[src/rtl/mem_stall_controller.sv]
// MEM-stage sequencer for a variable-latency data memory: holds the pipeline
// while a req/ready access is outstanding and traps a hung memory in a sticky error.
module mem_stall_controller #(
  parameter int TIMEOUT = 16,
  parameter int CNT_W   = 8
) (
  input  logic        Clk,
  input  logic        Rst_n,
  input  logic        MemReadM,
  input  logic        MemWriteM,
  input  logic [31:0] ALUResultM,
  input  logic [31:0] WriteDataM,
  input  logic        MemReady,
  input  logic [31:0] MemRdata,
  output logic        MemReq,
  output logic        MemWe,
  output logic [31:0] MemAddr,
  output logic [31:0] MemWdata,
  output logic [31:0] MemReadDataM,
  output logic        StallF,
  output logic        StallD,
  output logic        StallE,
  output logic        StallM,
  output logic        FlushW,
  output logic        MemErr
);

  typedef enum logic [1:0] {
    IDLE = 2'd0,
    REQ  = 2'd1,
    DONE = 2'd2,
    ERR  = 2'd3
  } state_t;

  localparam logic [CNT_W-1:0] CntLast = CNT_W'(TIMEOUT - 1);

  state_t           state;
  logic [CNT_W-1:0] cnt;
  logic             access;
  logic             stall;

  assign access = MemReadM | MemWriteM;

  always_ff @(posedge Clk or negedge Rst_n) begin
    if (!Rst_n) begin
      state        <= IDLE;
      cnt          <= '0;
      MemReq       <= 1'b0;
      MemWe        <= 1'b0;
      MemErr       <= 1'b0;
      MemAddr      <= '0;
      MemWdata     <= '0;
      MemReadDataM <= '0;
    end else begin
      case (state)
        IDLE: begin
          if (access) begin
            state    <= REQ;
            MemReq   <= 1'b1;
            MemAddr  <= ALUResultM;
            MemWdata <= WriteDataM;
            // A simultaneous read+write is carried out as a write.
            MemWe    <= MemWriteM;
            cnt      <= '0;
          end
        end
        REQ: begin
          if (MemReady) begin
            state  <= DONE;
            MemReq <= 1'b0;
            if (!MemWe) MemReadDataM <= MemRdata;
          end else if (cnt == CntLast) begin
            state  <= ERR;
            MemReq <= 1'b0;
            MemErr <= 1'b1;
          end else begin
            cnt <= cnt + CNT_W'(1);
          end
        end
        DONE: state <= IDLE;
        ERR:  state <= ERR;
        default: state <= IDLE;
      endcase
    end
  end

  // Pipeline hold is released only in DONE (and never asserted under reset).
  always_comb begin
    stall = 1'b0;
    if (Rst_n) begin
      stall = ((state == IDLE) && access) || (state == REQ) || (state == ERR);
    end
  end

  assign StallF = stall;
  assign StallD = stall;
  assign StallE = stall;
  assign StallM = stall;
  assign FlushW = stall;

endmodule

[config.mk]
export PLATFORM = sky130hd
export DESIGN_NAME = mem_stall_controller
export DESIGN_NICKNAME = d
export VERILOG_FILES = /design/src/rtl/mem_stall_controller.sv
export SDC_FILE = /design/constraint.sdc
export NUM_CORES = 1
export LEC_CHECK = 0
export ABC_AREA = 1
export BUFFER_PORTS_ARGS = -buffer_cell sky130_fd_sc_hd__buf_2
export CORE_ASPECT_RATIO = 1.25
export CORE_UTILIZATION = 40
export CTS_CLUSTER_DIAMETER = 40
export DETAILED_ROUTE_END_ITERATION = 8
export GPL_ROUTABILITY_DRIVEN = 0
export HOLD_SLACK_MARGIN = 0.08
export PLACE_DENSITY = 0.78
export SYNTH_ARGS = -nofsm -noshare
export SYNTH_HDL_FRONTEND = slang
export SYNTH_SLANG_ARGS = --single-unit
[constraint.sdc]
create_clock -name Clk -period 5.7 [get_ports Clk]
set_input_delay 1.71 -clock Clk [delete_from_list [all_inputs] [get_ports Clk]]
set_output_delay 1.71 -clock Clk [all_outputs]
set_load 0.02 [all_outputs]
# Yosys cells after proc, flatten, opt, wreduce, memory -nomap -nowiden
# Cells that the tools add are included.
totals:
  latch_bits: 0
  rom_bits: 0
  regBits: 109
  n_memories: 0
  mem_bits_rw: 0
classes:
  addsub: 1
  n_div: 0
  eq_ne: 8
  n_lt_le_gt_ge: 0
  reduce_logical: 11
  bitwise_logic: 3
  shifts: 0
  mux: 13
  mul: 0
op_table:
  columns: ["op", "n"]
  rows:
  - ["$mux W8", 3]
  - ["$pmux W8 S2", 1]
  - ["$reduce_and A3 Y1", 3]
  - ["$add A8 B1 Y8 const B", 1]
  - ["$eq A8 B4 Y1 const B", 1]
  - ["$pmux W2 S4", 1]
  - ["$mux W2", 3]
  - ["$ne A2 B2 Y1 const B", 3]
  - ["$eq A2 B2 Y1 const B", 2]
  - ["$mux W1", 4]
  - ["$reduce_and A2 Y1", 2]
  - ["$reduce_and A4 Y1", 1]
  - ["$ne A3 B3 Y1 const B", 1]
  - ["$eq A2 B1 Y1 const B", 1]
  - ["$logic_not A2 Y1", 1]
  - ["$logic_or A1 B1 Y1", 2]
  - ["$not A1 Y1", 2]
  - ["$pmux W1 S2", 1]
  - ["$reduce_bool A2 Y1", 1]
  - ["$logic_and A1 B1 Y1", 1]
  - ["$or A1 B1 Y1", 1]

# Depth between registers and ports, before layout
depth:
  depth_word: 5
  ltp_mapped: 8
  depth_no_buf: 8

# Worst setup path before layout
# Ideal clock, no wire load.
synth_path:
  kind: "input to output"
  from: "input port MemWriteM"
  to: "output port StallD"
  arrival_ns: 3.030
  required_time_ns: 3.990
  setup_slack_ns: 0.960
  path_stages: 5
  path_cell_list: "or2_1 -> nand2_2 -> buf_4 -> a21boi_0 -> buf_4"
synth_via:
  elab_chain_len: 5
synth_rtl:
  columns: ["item", "line_no", "rtl"]
  rows:
  - ["start, declared", "10", "input logic MemWriteM,"]
  - ["$or A1 B1 Y1", "42", "assign access = MemReadM | MemWriteM;"]
  - ["$logic_and A1 B1 Y1", "91", "stall = ((state == IDLE) && access) || (state == REQ) || (state == ERR);"]
  - ["$logic_or A1 B1 Y1 (2 in a row)", "91", null]
  - ["$mux W1", "90", "if (Rst_n) begin"]
  - ["end, declared", "21", "output logic StallD,"]
# Every way passes these cells.

# Worst setup path after layout
layout_path:
  from: "input port MemWriteM"
  to: "output port StallF"
layout_via:
  elab_chain_len: 5
layout_rtl:
  columns: ["item", "line_no", "rtl"]
  rows:
  - ["$or A1 B1 Y1", "42", null]
  - ["$logic_and A1 B1 Y1", "91", null]
  - ["$logic_or A1 B1 Y1 (2 in a row)", "91", null]
  - ["$mux W1", "90", null]
  - ["end, declared", "20", "output logic StallF,"]
# Every way passes these cells.

==> flow_results.org <==
** Floorplan
- The core region is 0.0108 mm².
- The die is 120 µm tall.
- The initial utilization of the core area, before any placement, comes to 41.7%.
- For this design the top-level I/O count stands at 205.
- Die boundary width :: 96.8 µm
- In this run the core area contains 42 standard-cell rows.
- Die Area :: 0.0117 mm²

** Layout
- 0 antenna diodes ended up in the layout.
- The filler cells instantiated in the layout total 967.
- Fraction of final layout cells with drive strength greater than 1 :: 34.4%
- Layout overhead on the synthesized area :: 28.8%
- Fin area :: 0.00579 mm²
- At the end of the flow, the number of nets in the layout was 796.

** Synthesis
- Post-synthesis register bit count :: 109
- Proportion of synthesized chip area in sequential cells :: 60.7%
- Number of synthesized flops with an enable pin :: 0
- By instance count, the leading cell after synthesis is sky130_fd_sc_hd__nand2_1.
- Synth area leaders :: sky130_fd_sc_hd__dfrtp_1 (61%), sky130_fd_sc_hd__nand2_1 (20%), sky130_fd_sc_hd__o21ai_1 (3.7%), sky130_fd_sc_hd__inv_1 (3.3%), sky130_fd_sc_hd__buf_4 (2.0%)
- Number of distinct library cells after synthesis :: 27
- List of most frequent post-synthesis cells :: sky130_fd_sc_hd__nand2_1 (245), sky130_fd_sc_hd__dfrtp_1 (109), sky130_fd_sc_hd__inv_1 (40)
- Syn nets :: 604
- Number of synthesis warnings :: 0
- Each instance of the synthesized netlist takes up on average 8.95 µm².
- In the synthesized netlist the async set-or-reset flop fraction comes to 100%.
- In this run the biggest area consumer among cell types represents 60.7% of the synthesized area.
- Cell area after synthesis :: 0.00449 mm²
- Of all cell types, the one taking the most synthesized area is sky130_fd_sc_hd__dfrtp_1.
- Counting every instance in the synthesized netlist gives 502.
- Most used DFF post-synth :: sky130_fd_sc_hd__dfrtp_1

** CTS
- Clock-pin slew was measured on the worst setup and hold paths at 0.07 ns.
- Cell at the root of the clock tree :: sky130_fd_sc_hd__clkbuf_16
- Post-cts hold buffer count :: 0
- Sinks on the clock net :: 109
- Source-to-sink clock delay at the later pin of the worst-skew pair :: 0.34 ns
- Buffers inserted during clock tree synthesis total 9.
- Clock H-tree levels :: 3
- The clock passes through at most 2 buffers.
- Post-CTS timing repair inserted 0 buffers for setup.
- Post-CTS Resized :: 0
- TritonCTS built the clock tree.

** STA
- Timing would allow up to 231 MHz.
- Setup repair after global routing missed its margin :: no
- Worst slew pin tran :: 1.03 ns
- Fin. Hold Viols :: 0
- After layout, the minimum clock period comes to 4.33 ns.
- The total count of max-transition violations in the final report was 0.
- The final critical path takes up 76.0% of the cycle.
- Final setup violation count :: 0
- In this run the tightest slew margin relative to its limit is 31.0%.
- Setup total negative slack on the finished layout was measured at 0 ns.
- On the final layout, the worst clock skew is 0.00866 ns.

** GRT
- Global-route congestion overflow total :: 0
- Antenna violations before repair :: 0
- Global-route wire length before repair :: 17400 µm
- The via count of the first global-routing pass is 3836.
- Total global-route track usage :: 18.5%
- Entering global routing, the biggest net connects 75 pins.

** Critical path
- The critical path is of the primary input to output port type.
- Crit path required time :: 3.99 ns
- Critical path endpoint category :: output port
- Arr. time, crit path :: 2.62 ns
- Along the worst path, the maximum fanout reaches 5.
- STA classifies the critical path startpoint as a primary input.

** Flow run
- Across the run, the number of max-cap violations was 0.

** Pwr
- Power density over cell area :: 573 mW/mm²
- Summed over all cells, the static leakage comes to 3.43 nW.
- Across the VDD grid, the largest voltage drop is 0.242 mV.

** Placed design
- Post-DP Area :: 0.00550 mm²
- Post-DP HPWL :: 7580 µm
- PortBufs :: 204

** Drt
- Ratio of routed vias to standard cells :: 4.57
- After detailed routing, the average wire length per cell comes to 12.7 µm.
- For this block, the initial DRC count from the detailed router was 135.
- Number of search-and-repair iterations in the first detailed-routing pass :: 4
- Summing over every cut layer, the via total after detailed routing is 3790.
- Remaining routing DRC violations :: 0
- After detailed routing, the total wire length is 10500 µm.
- Once detail routing completed, the nets flagged for antenna violations numbered 0.

** Status
- The run finished with clean final reports.

** Worst hold path
- Hold WC Path Type :: flip-flop to flip-flop
[area by class of cell]
type                            count  area, µm²  share of cell area (%)
Sequential cell                   109       2730                    47.1
Clock inverter                      4       48.8                   0.843
Inverter                           43        161                    2.79
Clock buffer                       11        233                    4.02
Timing Repair Buffer              207       1050                    18.1
Multi-Input combinational cell    324       1400                    24.3
Tap cell                          132        165                    2.85
[routing by layer]
layer | vias up | track usage (%) | share of wire [%]
met5 | - | 0 | 0
met1 | 1752 | 21.4 | 41
met4 | 0 | 7.00 | 1.9
met2 | 123 | 32.9 | 52
li1 | 1898 | - | -
met3 | 17 | 4.51 | 4.9
[placed cells by master (no fill, tap or decap), drive strengths merged]
cell    synthesis  routed
a21boi          1       1
a21oi           2       2
buf            24     207
bufinv          0       1
clkbuf          2      11
clkinv          0       2
dfrtp         109     109
ha              1       1
inv            43      44
nand2         249     249
nand3          14      14
nor2           13      13
nor3            2       2
o21ai          36      36
o21bai          3       3
or2             1       1
xor2            2       2
[where the power goes]
group | switching, mW | internal (mW)
clock | 0.269 | 0.339
sequential | 0.191 | 1.11
combinational | 0.953 | 0.451
total | 1.41 | 1.90
[sequential cells by signal, summed over array words and instances (netlist names)]
register,cells
MemAddr,32
MemErr,1
MemReadDataM,32
MemReq,1
MemWdata,32
MemWe,1
cnt,8
state,2
[cells by family (layout without fill, tap and decap cells)]
| group | Yosys count | in the layout | synth area share [%] |
|---|---|---|---|
| simple gates | 279 | 279 | 25.6 |
| buf+inv | 69 | 265 | 8.00 |
| compound gates | 42 | 42 | 4.99 |
| flops | 109 | 109 | 60.7 |
| fa+ha+maj | 1 | 1 | 0.279 |
| xor+xnor | 2 | 2 | 0.390 |
[per-stage QoR]
step / util, % / setup WS (ns) / power (mW) / instances / hold slack, ns
2_1_floorplan: - / 0.960 / 2.26 / 502 / 0.473
3_3_place_gp: 51.1 / 1.47 / 2.68 / 815 / 0.456
3_5_place_dp: 51.1 / 1.36 / 2.73 / 815 / 0.460
4_1_cts: 53.7 / 1.35 / 3.35 / 830 / 0.479
5_1_grt: 53.7 / 1.29 / 3.54 / 830 / 0.499
6_report: 53.7 / 1.37 / 3.31 / 830 / 0.476
[worst paths after layout]
kind	start	end	slack [ns]	cells after the start
min in group asynchronous	Rst_n	MemWdata[28]	1.50	2
worst min register to register	MemWdata[30]	MemWdata[30]	0.48	2
max in group asynchronous	Rst_n	MemWdata[17]	3.02	3
worst max register to register	state[0]	MemReq	3.39	6
worst max-delay path	MemWriteM	StallF	1.37	5
worst min-delay path	MemWdata[30]	MemWdata[30]	0.48	2
[critical path: stages]
cell                       delay (ns)
sky130_fd_sc_hd__buf_2           0.08
sky130_fd_sc_hd__or2_1           0.14
sky130_fd_sc_hd__nand2_2         0.06
sky130_fd_sc_hd__a21boi_0        0.37
sky130_fd_sc_hd__buf_2           0.26
Power figures use the tool's default switching activity.
